$ cat src/rtl/score_keeper.sv
// score_keeper: 4-digit BCD game score with persistent high score and IDLE/PLAY/CMP/OVER control.
// Ports:
//   clk                    rising-edge clock
//   rst_n                  asynchronous reset, active-high despite its name
//   game_start             pulse: begin a new game (from IDLE or OVER)
//   score_inc              pulse: add one to the score while playing
//   game_over              pulse: end the game, compare against the high score
//   number_0..number_3     current score digits, thousands..units
//   highest_0..highest_3   high score digits, thousands..units
//   score_show             digit display enable (every state but IDLE)
//   new_high               one-cycle pulse when the high score is replaced
//   saturated              current score is 9999
module score_keeper (
   input  logic       clk,
   input  logic       rst_n,
   input  logic       game_start,
   input  logic       score_inc,
   input  logic       game_over,
   output logic [3:0] number_0,
   output logic [3:0] number_1,
   output logic [3:0] number_2,
   output logic [3:0] number_3,
   output logic [3:0] highest_0,
   output logic [3:0] highest_1,
   output logic [3:0] highest_2,
   output logic [3:0] highest_3,
   output logic       score_show,
   output logic       new_high,
   output logic       saturated
);
   typedef enum logic [1:0] {IDLE, PLAY, CMP, OVER} state_t;
   state_t      state_q, state_d;
   logic [15:0] num_q, num_d, num_inc, hi_q, hi_d;
   logic        show_q, show_d, new_high_q, new_high_d, sat_q, sat_d, armed_q, armed_d;
   logic        start, inc, over, carry;
   always_comb begin
      // armed_q is low for the first edge after reset release so coinciding pulses are dropped
      start = game_start & armed_q;
      inc = score_inc & armed_q;
      over = game_over & armed_q;
      carry = 1'b1;
      num_inc = num_q;
      for (int i = 0; i < 4; i++) begin
         num_inc[4*i +: 4] = carry ? ((num_q[4*i +: 4] == 4'd9) ? 4'd0 : num_q[4*i +: 4] + 4'd1) : num_q[4*i +: 4];
         carry = carry & (num_q[4*i +: 4] == 4'd9);
      end
      state_d = state_q;
      num_d = num_q;
      hi_d = hi_q;
      new_high_d = 1'b0;
      armed_d = 1'b1;
      case (state_q)
         IDLE: if (start) begin
            state_d = PLAY;
            num_d = '0;
         end
         PLAY: begin
            if (inc && num_q != 16'h9999) num_d = num_inc;
            if (over) state_d = CMP;
         end
         CMP: begin
            state_d = OVER;
            // packed BCD with valid digits orders the same as plain binary
            if (num_q > hi_q) begin
               hi_d = num_q;
               new_high_d = 1'b1;
            end
         end
         OVER: if (start) begin
            state_d = PLAY;
            num_d = '0;
         end
         default: state_d = IDLE;
      endcase
      show_d = state_d != IDLE;
      sat_d = num_d == 16'h9999;
   end
   always_ff @(posedge clk or posedge rst_n) begin
      if (rst_n) begin
         state_q <= IDLE;
         num_q <= '0;
         hi_q <= '0;
         show_q <= 1'b0;
         new_high_q <= 1'b0;
         sat_q <= 1'b0;
         armed_q <= 1'b0;
      end else begin
         state_q <= state_d;
         num_q <= num_d;
         hi_q <= hi_d;
         show_q <= show_d;
         new_high_q <= new_high_d;
         sat_q <= sat_d;
         armed_q <= armed_d;
      end
   end
   assign {number_0, number_1, number_2, number_3} = num_q;
   assign {highest_0, highest_1, highest_2, highest_3} = hi_q;
   assign score_show = show_q;
   assign new_high = new_high_q;
   assign saturated = sat_q;
endmodule

$ cat config.mk
export PLATFORM = sky130hd
export DESIGN_NAME = score_keeper
export DESIGN_NICKNAME = d
export VERILOG_FILES = /design/src/rtl/score_keeper.sv
export SDC_FILE = /design/constraint.sdc
export NUM_CORES = 1
export LEC_CHECK = 0
export CAP_MARGIN = 10
export CORE_UTILIZATION = 48
export DETAILED_ROUTE_END_ITERATION = 8
export PLACE_DENSITY = 0.82
export SLEW_MARGIN = 25
export SYNTH_ARGS = -nofsm -noshare
export SYNTH_HDL_FRONTEND = slang
export SYNTH_SLANG_ARGS = --single-unit
$ cat constraint.sdc
create_clock -name clk -period 3.41 [get_ports clk]
set_input_delay 0.682 -clock clk [delete_from_list [all_inputs] [get_ports clk]]
set_output_delay 0.682 -clock clk [all_outputs]
set_load 0.005 [all_outputs]
==> summary.md, run 1 <==
| Metric | Value |
|---|---|
| Root buffer cell | clkbuf_8 |
| Crit. Startpoint | num_q[4] |
| Post-synth cell types | 50 |
| Routed wire length | 5.36 mm |
| TritonCTS Buffers | 5 |
| Final Max Slew Viols | 0 |
| Core outline area | 0.00469 sq mm |
| Mapped Area | 0.00233 sq mm |
| Number of cells on the critical path | 9 |
| Routed wire per std cell | 16.1 microns |
| Setup TNS | 0 ns |
| Ratio of final minimum period to clock period | 83.2% |
| Yosys top cell area share | 40.7% |
| Skew-Pair Late Insertion Delay | 0.30 ns |
| Final hold vios | 0 |
| GR Util All Layers | 22.8% |
| Reg clk slew, reported paths | 0.09 ns |
| Top FF cell, synth | dfrtp_1 |
| # rows | 25 |
| Clock Skews | 0.00913 ns |
| Worst Min Path Start | hi_q[14] |
| Final setup fails | 0 |
| #FFs+latches synth | 38 |
| Power per cell area | 475 mW/mm^2 |
| Die area | 0.00515 sq mm |
| First-pass GRT wire length | 9.08 mm |
| Layout overhead on the synthesized area | 25.2% |
| Clk sinks | 38 |
| Crit path required time | 3.62 ns |
| Placed instance area | 0.00281 sq mm |
| Max incr delay on CP | 0.60 ns |
| Reg2Reg Capture Point | saturated |
| Most frequent cell after synthesis | dfrtp_1 |
| Lkg Pwr | 1.34 nW |
| Crit path capture | saturated |
| Layout cells sized above 1 | 11.4% |
| HP Class | reg -> reg |
| DRC viols | 0 |
| Worst-path cell chain | ha_1, nand3b_1, or4_4, a31oi_1, buf_4, nand2_1, o21ai_0, nand4bb_1, nor4_2 |
| DR iter-0 viols | 108 |
| WP buf/inv | 1 |
| Post_cts resized | 0 |
| Post-synth EDFFs | 0 |
| Via count | 1947 |
| Post-DR vias/cell | 5.83 |
| Ant. Diodes | 0 |
| CTS tree | built |
| Status | finished clean |
| Post-route ant nets | 0 |
| Syn nets | 264 |
| Top post-synthesis cells by area | dfrtp_1, ha_1, mux2_2, inv_1, o21ai_0 |
| Die Y | 71.7 microns |
| VDD IR max | 0.216 mV |
| GPL Wtd Cong | 0.874 |
| Design area | 0.00292 sq mm |
| Worst setup EP type | flop |
| DIE WIDTH | 71.7 microns |
| Maximum clock rate | 353 MHz |
| Delay-heaviest family, CP | simple AND/OR/NAND/NOR gates |
| Final min period | 2.84 ns |
| Slowest-stage cell, CP | or4_4 |
| Yosys top cell by area | dfrtp_1 |
| Post-Synthesis Cells | 233 |
| Post-synthesis sequential area ratio | 40.7% |
| Mean area per synthesized cell | 10.0 sq um |
| Initial Util | 49.8% |
| Pre-Repair DR Iteration Count | 4 |
| Crit Reg-Reg Startpoint | num_q[4] |
| Hpwl dp | 3.99 mm |
| Initial antenna violation count | 0 |
| Commonest cells in the netlist | dfrtp_1, ha_1, inv_1 |
| CP Launch Type | flop |
| Vias in the first global route | 1958 |
| WP data arrival | 3.05 ns |
| Ports | 40 |
| Total Nets Final | 310 |
| Critical path type | reg -> reg |
| RSZ-0062 raised after global routing | false |
| Hold_buf cts | 0 |
| H-tree depth | 2 |
| CP max FO | 9 |
| Maxcap violations | 0 |
| R2r setup slk | 0.57 ns |
| YS warnings | 0 |
| CTS max path bufs | 2 |
| Largest net degree at the start of global routing | 39 |
| Worst r2r path cells | 9 |
| Global route total overflow | 0 |
| Post CTS Setup Buffer Count | 0 |
| FFs w/ async S/R, synth | 100% |
| IO buf count | 39 |
-- metrics by stage --
step / utilization [%] / power (W) / worst slack, ns / cells / hold slack (ns)
finish: 62.3 / 0.00139 / 0.573 / 334 / 0.542
global route: 62.3 / 0.00147 / 0.320 / 334 / 0.573
CTS: 62.3 / 0.00140 / 0.606 / 334 / 0.546
detailed placement: 59.9 / 0.00100 / 0.317 / 326 / 0.524
global placement: 59.9 / 0.000988 / 0.434 / 326 / 0.516
floorplan: - / 0.000839 / 0.796 / 233 / 0.528
-- placed cells by master, fill, tap and decap left out, drive strengths merged, types with 10 or more instances in the layout --
cell,count
clkdlybuf4s50,39
dfrtp,38
inv,26
ha,26
o21ai,16
nand2,12
a21oi,12
nor2,12
mux2,10
nand3,10
-- worst min path at each step --
stage,slack (ns),depth (start not counted),to
global placement,0.52,1,hi_q[2]
global route,0.57,1,hi_q[10]
detailed placement,0.52,1,hi_q[14]
floorplan,0.53,1,hi_q[10]
CTS,0.55,1,hi_q[14]
finish,0.54,1,hi_q[14]
-- routing by layer --
metal	share of wire (%)	vias to the layer above	GRT usage, %
li1	-	935	-
met1	45	941	28.6
met2	49	59	38.5
met3	4.2	12	4.64
met4	2.0	0	9.37
met5	0	-	0
-- area by class of cell --
cell class	count	area [sq um]
clock buffers	5	68.8
multi-input cells	165	1270
inverters	26	97.6
well taps	54	67.6
flip-flops and latches	38	951
repair buffers	43	420
fillers	403	1770
clock inverters	3	45.0
-- cells by family after synthesis --
group	after synthesis	synth area share (%)
flops	38	40.7
buf+inv	30	4.93
mux	16	7.40
simple gates	66	17.0
fa+ha+maj	26	13.9
other cells	1	0.161
compound gates	56	15.9
-- where the power goes --
part           switching, W  total, W  internal [W]  leakage (nW)
clock network      0.000175  0.000392      0.000218        0.0504
logic              0.000266  0.000478      0.000212         0.768
registers         0.0000316  0.000519      0.000487         0.523
-- sequential cells by signal, summed over array words and instances, names as in the netlist --
name,cells
saturated,1
num_q,16
state_q,2
hi_q,16
score_show,1
armed_q,1
new_high,1
(Power assumes the default switching activity.)
==> run 2: changes to the inputs <==
clock period = 2.9 ns   (was 3.41 ns; I/O delays follow)
==> summary.md, run 2 (synthesis results as in run 1) <==
| Metric | Value |
|---|---|
| GR Util met1 | 29.4% (+0.85 points) |
| Busiest layer in global routing | met2 |
| Final setup fails | 0 (unchanged) |
| Final Max Slew Viols | 0 (unchanged) |
| CP max FO | 5 (-4) |
| Worst setup EP type | flop |
| H-tree depth | 2 (unchanged) |
| DRC viols | 0 (unchanged) |
| Worst-margin pin slew | 0.493 ns |
| CTS max path bufs | 2 (unchanged) |
| Clock Skews | 0.0139 ns (+0.00480 ns) |
| Root buffer cell | clkbuf_8 |
| CTS tree | built |
| Part of the power in registers | 34.4% (-2.9 points) |
| Design area | 0.00304 sq mm (+4.1%) |
| Switching power | 0.000584 W (+24%) |
| Die area | 0.00515 sq mm (unchanged) |
| Most common cell after layout, fill and taps aside | clkdlybuf4s50_1 |
| Largest regs | hi_q x16, num_q x16, state_q x2 |
| RSZ-0062 raised after global routing | false |
| TritonCTS Buffers | 5 (unchanged) |
| Layout overhead on the synthesized area | 30.3% |
| Routed wire per std cell | 15.5 microns (-3.6%) |
| HP Class | reg -> reg |
| Ratio of final minimum period to clock period | 93.8% (+11 points) |
| Leading cell types in the layout, fill and taps excluded | clkdlybuf4s50_1, dfrtp_1, inv_1, ha_1, buf_4 |
| Final hold vios | 0 (unchanged) |
| Met2 GRT Util | 36.8% (-1.7 points) |
| Maximum clock rate | 368 MHz (+4.3%) |
| Lkg Pwr | 1.42 nW (+6.0%) |
| Post-route ant nets | 0 (unchanged) |
| Vias in the first global route | 1953 (-0.26%) |
| Initial Util | 49.8% (unchanged) |
| Status | finished clean |
| Combinational share of power | 38.7% (+4.3 points) |
| GPL Wtd Cong | 0.928 (+6.2%) |
| VDD IR max | 0.335 mV (+55%) |
| GRT met3 Usage | 6.05% (+1.4 points) |
| # rows | 25 (unchanged) |
| Total Nets Final | 326 (+5.2%) |
| P_int | 0.00114 W (+25%) |
| Largest net degree at the start of global routing | 39 (unchanged) |
| Post-DR vias/cell | 5.75 (-1.3%) |
| Initial antenna violation count | 0 (unchanged) |
| IO buf count | 39 (unchanged) |
| Relative slew margins | 66.7% |
| GR Util All Layers | 22.9% (+0.14 points) |
| Maxcap violations | 0 (unchanged) |
| Critical path type | reg -> reg |
| Skew-Pair Late Insertion Delay | 0.31 ns (about the same) |
| Layout cells sized above 1 | 16.2% (+4.8 points) |
| Routed wire length | 5.42 mm (+1.0%) |
| Clock network fraction of design power | 26.9% (-1.4 points) |
| Post_cts resized | 0 (unchanged) |
| Hold_buf cts | 0 (unchanged) |
| Hpwl dp | 4.12 mm (+3.1%) |
| WP data arrival | 2.93 ns (-0.12 ns) |
| Clk sinks | 38 (unchanged) |
| Die Y | 71.7 microns (unchanged) |
| Via count | 2013 (+3.4%) |
| CP Launch Type | flop |
| Final Power | 0.00173 W (+24%) |
| DR iter-0 viols | 122 (+13%) |
| Setup TNS | 0 ns (unchanged) |
| Placed instance area | 0.00293 sq mm (+4.3%) |
| Ant. Diodes | 0 (unchanged) |
| Power per cell area | 568 mW/mm^2 (+19%) |
| Final min period | 2.72 ns (-0.116 ns) |
| Post CTS Setup Buffer Count | 0 (unchanged) |
| Core outline area | 0.00469 sq mm (unchanged) |
| Pre-Repair DR Iteration Count | 5 (+1) |
| Ports | 40 (unchanged) |
| Crit path required time | 3.11 ns (-0.51 ns) |
| Switch share | 33.8% (-0.19 points) |
| Global route total overflow | 0 (unchanged) |
| Hold WS | 0.537 ns (-0.00462 ns) |
| First-pass GRT wire length | 9.00 mm (-0.84%) |
| DIE WIDTH | 71.7 microns (unchanged) |
| Reg clk slew, reported paths | 0.09 ns (about the same) |
run 2: worst paths after layout:
check / start / slack, ns / end / cells past startpoint
hold / removal: hi_q[12] / 0.54 / hi_q[12] / 1
hold reg to reg: hi_q[12] / 0.54 / hi_q[12] / 1
max in group asynchronous: rst_n / 1.87 / score_show / 3
min in group asynchronous: rst_n / 0.69 / hi_q[7] / 3
setup reg to reg: num_q[5] / 0.18 / saturated / 10
setup / recovery: num_q[5] / 0.18 / saturated / 10
run 2: cell type report:
| class | count | area [sq um] |
|---|---|---|
| Timing Repair Buffer | 59 | 541 |
| Fill cell | 390 | 1650 |
| Multi-Input combinational cell | 165 | 1270 |
| Tap cell | 54 | 67.6 |
| Clock inverter | 3 | 45.0 |
| Clock buffer | 5 | 68.8 |
| Sequential cell | 38 | 951 |
| Inverter | 26 | 97.6 |
run 2: stage by stage:
stage	setup WS (ns)	instances	utilization (%)
finish	0.179	350	64.9
global route	0.0151	350	64.9
CTS	0.189	350	64.9
detailed placement	0.0436	342	62.4
global placement	0.0879	342	62.4
floorplan	0.286	233	-
run 2: layer usage:
layer | up-vias | part of all wire, % | wire [microns]
met5 | - | 0 | 0
met4 | 0 | 2.8 | 152
met3 | 16 | 5.8 | 314
met2 | 84 | 46 | 2510
met1 | 950 | 45 | 2440
li1 | 963 | - | -
run 2: critical path, stage by stage (launching register included):
cell	delay, ns
dfrtp_1	0.43
inv_1	0.11
ha_1	0.15
nand3b_1	0.13
or4_4	0.56
a31oi_1	0.34
buf_4	0.20
nand2_1	0.05
o21ai_0	0.17
nand4bb_1	0.17
nor4_2	0.31
run 2: power groups by stage:
stage	clock network (W)	logic [W]	registers [W]
after CTS	0.000471	0.000666	0.000594
after global placement	0	0.000644	0.000602
after detailed placement	0	0.000663	0.000605
after global routing	0.000491	0.000735	0.000600
final	0.000465	0.000668	0.000594
after floorplan	0	0.000370	0.000617
==> run 3: changes to the inputs <==
SETUP_SLACK_MARGIN = 0.3   (was default)
==> summary.md, run 3 (synthesis results as in run 1) <==
| Metric | Value |
|---|---|
| Status | finished clean |
| Final Power | 0.00190 W (+9.8%) |
| Layout cells sized above 1 | 22.0% (+5.8 points) |
| Critical path type | reg -> reg |
| DR iter-0 viols | 151 (+24%) |
| GR Util All Layers | 24.0% (+1.1 points) |
| Total Nets Final | 330 (+1.2%) |
| CP Launch Type | flop |
| GPL Wtd Cong | 0.991 (+6.8%) |
| Part of the power in registers | 31.5% (-2.9 points) |
| Routed wire per std cell | 16.0 microns (+3.6%) |
| Most common cell after layout, fill and taps aside | clkdlybuf4s50_1 |
| Hold_buf cts | 0 (unchanged) |
| Core outline area | 0.00469 sq mm (unchanged) |
| Routed wire length | 5.68 mm (+4.8%) |
| Root buffer cell | clkbuf_8 |
| Worst-path cell chain | inv_2, ha_4, nand3b_1, buf_4, or4_4, and2_4, a41oi_2, o21ai_1, or3b_4, nor4_2 |
| Worst setup EP type | flop |
| Clock Skews | 0.0130 ns (-0.000889 ns) |
| Skew-Pair Late Insertion Delay | 0.31 ns (about the same) |
| HP Class | reg -> reg |
| Ratio of final minimum period to clock period | 88.6% (-5.2 points) |
| Final setup fails | 0 (unchanged) |
| CTS tree | built |
| Layout overhead on the synthesized area | 36.2% |
| Delay-heaviest family, CP | simple AND/OR/NAND/NOR gates |
| IO buf count | 39 (unchanged) |
| Final hold vios | 0 (unchanged) |
| Combinational share of power | 38.9% (+0.2 points) |
| WP data arrival | 2.79 ns (-0.14 ns) |
| Power per cell area | 596 mW/mm^2 (+5.1%) |
| Maximum clock rate | 389 MHz (+5.9%) |
| Clock network fraction of design power | 29.5% (+2.6 points) |
| Switch share | 32.9% (-0.93 points) |
| WP buf/inv | 2 (unchanged) |
| Reg clk slew, reported paths | 0.08 ns (about the same) |
| DIE WIDTH | 71.7 microns (unchanged) |
| Global route total overflow | 0 (unchanged) |
| Slowest-stage cell, CP | or4_4 |
| Largest net degree at the start of global routing | 39 (unchanged) |
| # rows | 25 (unchanged) |
| Pre-Repair DR Iteration Count | 4 (-1) |
| DRC viols | 0 (unchanged) |
| Via count | 2027 (+0.70%) |
| Post-DR vias/cell | 5.73 (-0.44%) |
| Leading cell types in the layout, fill and taps excluded | clkdlybuf4s50_1, dfrtp_1, inv_1 |
| Vias in the first global route | 1936 (-0.87%) |
| Largest regs | hi_q x16, num_q x16, state_q x2 |
| Hpwl dp | 4.07 mm (-1.0%) |
| Ports | 40 (unchanged) |
| CTS max path bufs | 2 (unchanged) |
| Post-route ant nets | 0 (unchanged) |
| Maxcap violations | 0 (unchanged) |
| Final Max Slew Viols | 0 (unchanged) |
| Max incr delay on CP | 0.57 ns (about the same) |
| Die area | 0.00515 sq mm (unchanged) |
| P_int | 0.00127 W (+11%) |
| VDD IR max | 0.471 mV (+41%) |
| Die Y | 71.7 microns (unchanged) |
| H-tree depth | 2 (unchanged) |
| First-pass GRT wire length | 9.36 mm (+4.0%) |
| Final min period | 2.57 ns (-0.151 ns) |
| R2r setup slk | 0.33 ns (+0.15 ns) |
| CP max FO | 5 (unchanged) |
| Lkg Pwr | 1.48 nW (+4.3%) |
| RSZ-0062 raised after global routing | true |
| Clk sinks | 38 (unchanged) |
| Switching power | 0.000624 W (+6.8%) |
| Crit path required time | 3.12 ns (about the same) |
| Initial antenna violation count | 0 (unchanged) |
| Setup TNS | 0 ns (unchanged) |
| Ant. Diodes | 0 (unchanged) |
| TritonCTS Buffers | 5 (unchanged) |
| Initial Util | 49.8% (unchanged) |
==> run 3: final timing paths <==
check                             to  cells after the start     start
max                        saturated                     10  num_q[9]
min                         hi_q[12]                      1  hi_q[12]
min in group asynchronous   new_high                      3     rst_n
min reg2reg                 hi_q[12]                      1  hi_q[12]
max reg2reg                saturated                     10  num_q[9]
max in group asynchronous   num_q[9]                      3     rst_n
==> run 3: stage by stage <==
step           cells  hold WS (ns)  setup WS, ns  util [%]  area, sq um
2_1_floorplan    233         0.528         0.436         -         2340
3_3_place_gp     341         0.517        0.0626      62.3         2920
3_5_place_dp     341         0.522        0.0413      62.3         2920
4_1_cts          350         0.543         0.308      65.7         3080
5_1_grt          354         0.558         0.268      67.8         3180
6_report         354         0.537         0.330      67.8         3180
==> run 3: layer usage <==
metal | vias up | wire, microns | GRT usage (%)
met5 | - | 0 | 0
met4 | 0 | 134 | 8.06
met3 | 12 | 307 | 5.20
met2 | 61 | 2780 | 39.4
met1 | 984 | 2460 | 31.5
li1 | 970 | - | -
==> run 3: final cells by class <==
class / count / area, sq um
sequential: 38 / 953
tap: 54 / 67.6
clock buffer: 5 / 68.8
fill: 382 / 1510
multi-input combinational: 165 / 1350
inverter: 26 / 97.6
clock inverter: 3 / 68.8
timing repair buffer: 63 / 574
==> run 3: worst reg2reg max path: cells and delay by family, from the launching register on <==
kind | cells | cell delay, ns
buf+inv | 2 | 0.25
simple gates | 5 | 1.40
fa+ha+maj | 1 | 0.13
flops | 1 | 0.45
compound gates | 2 | 0.26
==> run 3: power by group through the flow <==
stage / clock network, W / logic [W] / registers [W]
after floorplan: 0 / 0.000373 / 0.000617
after global placement: 0 / 0.000645 / 0.000602
after detailed placement: 0 / 0.000659 / 0.000604
after CTS: 0.000562 / 0.000673 / 0.000593
after global routing: 0.000592 / 0.000807 / 0.000603
final: 0.000560 / 0.000738 / 0.000598
==> run 3: timing repair <==
action | 4_1_cts | 5_1_grt
resized for setup | 3 | 22
pin swaps | 0 | 11
setup endpoints to repair | 1 | 1
setup buffers | 1 | 4
==> variant 1, RTL diff (config.mk and constraints of run 1) <==
Take the reset off `hi_q` and load it in a clocked block of its own.
--- a/src/rtl/score_keeper.sv
+++ b/src/rtl/score_keeper.sv
@@ -80,5 +80,4 @@
          state_q <= IDLE;
          num_q <= '0;
-         hi_q <= '0;
          show_q <= 1'b0;
          new_high_q <= 1'b0;
@@ -88,5 +87,4 @@
          state_q <= state_d;
          num_q <= num_d;
-         hi_q <= hi_d;
          show_q <= show_d;
          new_high_q <= new_high_d;
@@ -94,4 +92,8 @@
          armed_q <= armed_d;
       end
+   end
+
+   always_ff @(posedge clk) begin
+      hi_q <= hi_d;
    end
    assign {number_0, number_1, number_2, number_3} = num_q;
Function: differs if rst_n is asserted again (counterexample within 10 cycles, from zero or initial values and one cycle with rst_n high); with rst_n held inactive, the same outputs for 10 cycles.
==> variant 1 against run 1 <==
  * First-iteration DRC count is 31% higher
  * Via count decreased by 2.8%
  * Cell area shrank 0.47%
  * Die area fell by 0.36%
  * Area after synthesis decreased by 0.38%
  * Routed wire length decreased by 5.7%
  * Sequential cell count unchanged
  * Highest routed layer unchanged
  * Power decreased by 8.0%
  * Non-clock buffer count up 1
  * Critical path depth shrank 1
  * Setup slack worse by 0.15 ns
==> variant 1: results (changes against run 1) <==
Parameter                              Value

Status
  Status ... finished, final reports clean

Global routing
  Met3 layer usage reported by global route ... 4.36% (-0.28 points)
  Met2 usage in global routing ... 35.6% (-2.8 points)
  Total Routing Usage GR ... 21.5% (-1.3 points)

Logic synthesis
  List of most frequent post-synthesis cells ... 27 x sky130_fd_sc_hd__inv_1, 26 x sky130_fd_sc_hd__ha_1, 22 x sky130_fd_sc_hd__dfrtp_1
  Share of synthesized cell area in full adder, half adder and majority cells ... 14.0% (+0.052 points)
  Post-synth cell types ... 54 (+8.0%)
  Leading cell types by total area after synthesis ... sky130_fd_sc_hd__dfrtp_1 24%, sky130_fd_sc_hd__edfxtp_1 21%, sky130_fd_sc_hd__ha_1 14%

Final layout
  Number of nets in the layout ... 297 (-4.2%)
  Layout cell share with drive strength beyond 1 ... 11.2% (-0.19 points)

Drt
  Drt first pass iters ... 5 (+1)
  Routed wire length per instance ... 15.8 µm (-1.3%)
  Mean number of vias per cell ... 5.93 (+1.7%)
  Met2 routed wirelength ... 2.43 mm (-6.9%)
  Sum of met3 wire segment lengths after detailed routing ... 329 µm (+45%)
  Number of DRC markers in iteration 0 ... 142 (+31%)

Critical path
  Slowest CP cell ... sky130_fd_sc_hd__or4_1
  Critical path origin ... score_inc
  Setup slack on the worst flop-to-flop path ... 0.55 ns (-0.02 ns)

Worst hold path
  Hold-critical path depth ... 0 (-1)
  End of the worst hold path ... hi_q[2]$_DFFE_PP_

Clock network
  Clock-pin slew of the registers on the worst-case setup and hold paths ... 0.07 ns (-0.02 ns)

Power
  IR drop worst, VDD ... 0.440 mV (+100%)

STA
  Fin Clk Skew ... 0.00287 ns (-0.00626 ns)
  Final critical-path required period ... 2.99 ns (+0.153 ns)

Placement
  Half-perimeter wire length after placement ... 3.83 mm (-4.1%)
  Post-placement setup slack ... 0.222 ns (-0.0950 ns)
[variant 1: cell count changes in the layout (fill, tap and decap cells not counted), sizes merged, moves of 3 or more]
cell,before,now
o31ai,4,1
dfrtp,38,22
a21o,5,8
o21ai,16,12
nor3,2,7
mux2,10,0
nand3,10,5
nor2,12,7
edfxtp,0,16
mux2i,6,1
[variant 1: final cells by class]
class,instances,area [µm²]
timing repair buffer,44,428
clock inverter,3,40.0
multi-input combinational,150,1170
inverter,27,101
fill,364,1600
tap,52,65.1
clock buffer,5,68.8
sequential,38,1030
[variant 1: report_power, final]
part           leakage [µW]  internal, µW  switching [µW]
registers          0.000415           502            26.3
logic               0.00103           154             219
clock network     0.0000579           215             161
[variant 1: stage by stage]
stage	power, µW	hold slack, ns
2_1_floorplan	805	0.540
3_3_place_gp	895	0.574
3_5_place_dp	906	0.575
4_1_cts	1280	0.594
5_1_grt	1350	0.636
6_report	1280	0.596
==> variant 2, RTL diff (flow settings as in run 1) <==
Made on the original files. Put a register stage on the output `highest_0`, cleared by the reset. The value now appears one clock later. The other outputs are not delayed to match.
--- a/src/rtl/score_keeper.sv
+++ b/src/rtl/score_keeper.sv
@@ -30,4 +30,6 @@
 );
    typedef enum logic [1:0] {IDLE, PLAY, CMP, OVER} state_t;
+
+   logic [3:0] highest_0_d;
    state_t      state_q, state_d;
    logic [15:0] num_q, num_d, num_inc, hi_q, hi_d;
@@ -96,8 +98,16 @@
    end
    assign {number_0, number_1, number_2, number_3} = num_q;
-   assign {highest_0, highest_1, highest_2, highest_3} = hi_q;
+   assign {highest_0_d, highest_1, highest_2, highest_3} = hi_q;
    assign score_show = show_q;
    assign new_high = new_high_q;
    assign saturated = sat_q;
+   always_ff @(posedge clk or posedge rst_n) begin
+      if (rst_n) begin
+         highest_0 <= '0;
+      end else begin
+         highest_0 <= highest_0_d;
+      end
+   end
+
 endmodule
 
Function: same outputs for any inputs over 10 cycles, from zero or initial values and one cycle with rst_n high; that may be too few to reach the edited logic, so the function may still have changed.
==> variant 2 against run 1 <==
  * Die area grew 11%
  * Cell count grew 5.4%
  * Count of clock-buffer cells in the layout grew 1
  * Maximum frequency grew 4.7%
  * Setup slack gained 0.13 ns
  * Routed wire length grew 4.3%
  * Sequential cell count grew 4
  * Area after synthesis grew 11%
  * Power grew 16%
  * First-iteration DRC count grew 55%
  * Critical path depth shrank 1
  * Combinational power grew 43%
  * Cell area grew 4.2%
==> variant 2: results (changes against run 1) <==
Parameter                              Value

Drt
  Via count ... 1,969 (+1.1%)
  Mean number of vias per cell ... 5.59 (-4.0%)
  Number of DRC markers in iteration 0 ... 167 (+55%)

Final layout
  Filler Cell Count ... 472 (+17%)
  Area of combinational cells with multiple inputs ... 1320 µm² (+3.8%)
  Non-clock buffering overhead in the final layout ... 13.3% (-1.1 points)
  Area occupied by registers ... 1050 µm² (+11%)
  Comb_multi_in ... 167 (+1.2%)
  Number of nets in the layout ... 314 (+1.3%)
  Leading registers by flop count ... hi_q (16), num_q (16), highest_0 (4)
  Multi-input combinational area share ... 43.4% (-0.15 points)
  Layout cell share with drive strength beyond 1 ... 13.5% (+2.0 points)

Logic synthesis
  Leading cell types by total area after synthesis ... sky130_fd_sc_hd__dfrtp_1 41%, sky130_fd_sc_hd__ha_1 13%, sky130_fd_sc_hd__mux2_2 4.8%
  Gate Count Post-Synth ... 252 (+8.2%)
  List of most frequent post-synthesis cells ... 42 x sky130_fd_sc_hd__dfrtp_1, 26 x sky130_fd_sc_hd__ha_1, 26 x sky130_fd_sc_hd__inv_1
  Post-synth cell types ... 57 (+14%)

Status
  Status ... finished, final reports clean

Power
  Power in combinational cells ... 684 µW (+43%)
  IR drop worst, VDD ... 0.443 mV (+110%)
  Power Sequential ... 615 µW (+18%)
  Switching power share of the total ... 36.0% (+2.0 points)
  Pleak ... 0.00142 µW (+5.6%)
  Share of total power in sequential cells ... 38.2% (+0.9 points)

Clock network
  Sink Count ... 42 (+11%)

Critical path
  CP arrival ... 2.90 ns (-0.15 ns)
  Setup slack on the worst flop-to-flop path ... 0.75 ns (+0.18 ns)
  Critical path origin ... game_start
  Slowest CP cell ... sky130_fd_sc_hd__or4b_4
  Reg-to-reg startpoint ... num_q[0]$_DFF_PP0_
  Biggest fanout along the worst timing path ... 6 (-3)

Worst hold path
  Launch point of the worst hold path ... hi_q[13]$_DFFE_PP0P_
  End of the worst hold path ... highest_0[1]$_DFF_PP0_

Placement
  Half-perimeter wire length after placement ... 4.18 mm (+4.5%)
  Final weighted congestion in routability-driven placement ... 0.922 (+5.5%)
  Placed Area ... 2960 µm² (+5.5%)
  Inst Count DP ... 346 (+6.1%)

Global routing
  Maximum number of pins on one net before global-route repair ... 43 (+10%)

STA
  Hold Slack ... 0.382 ns (-0.159 ns)
==> variant 2: cell types whose count changed after synthesis, moves of 3 or more <==
| cell | before | now |
|---|---|---|
| sky130_fd_sc_hd__nor3_1 | 2 | 6 |
| sky130_fd_sc_hd__nor2_1 | 11 | 7 |
| sky130_fd_sc_hd__and3b_2 | 0 | 3 |
| sky130_fd_sc_hd__dfrtp_1 | 38 | 42 |
| sky130_fd_sc_hd__buf_4 | 0 | 12 |
==> variant 2: per-layer routing <==
layer,track usage [%],part of all wire [%],wire [µm]
met5,0,0,0
met4,9.05,1.8,103
met3,4.23,5.9,331
met2,37.9,49,2750
met1,28.5,43,2420
==> variant 2: cells by family after synthesis <==
family	Yosys count	synth area share [%]
AOI/OAI and AO/OA	54	14.1
adders and majority gates	26	12.6
buffers and inverters	43	8.41
DFF	42	40.6
muxes	16	6.72
other	1	0.145
and+or+nand+nor	70	17.5
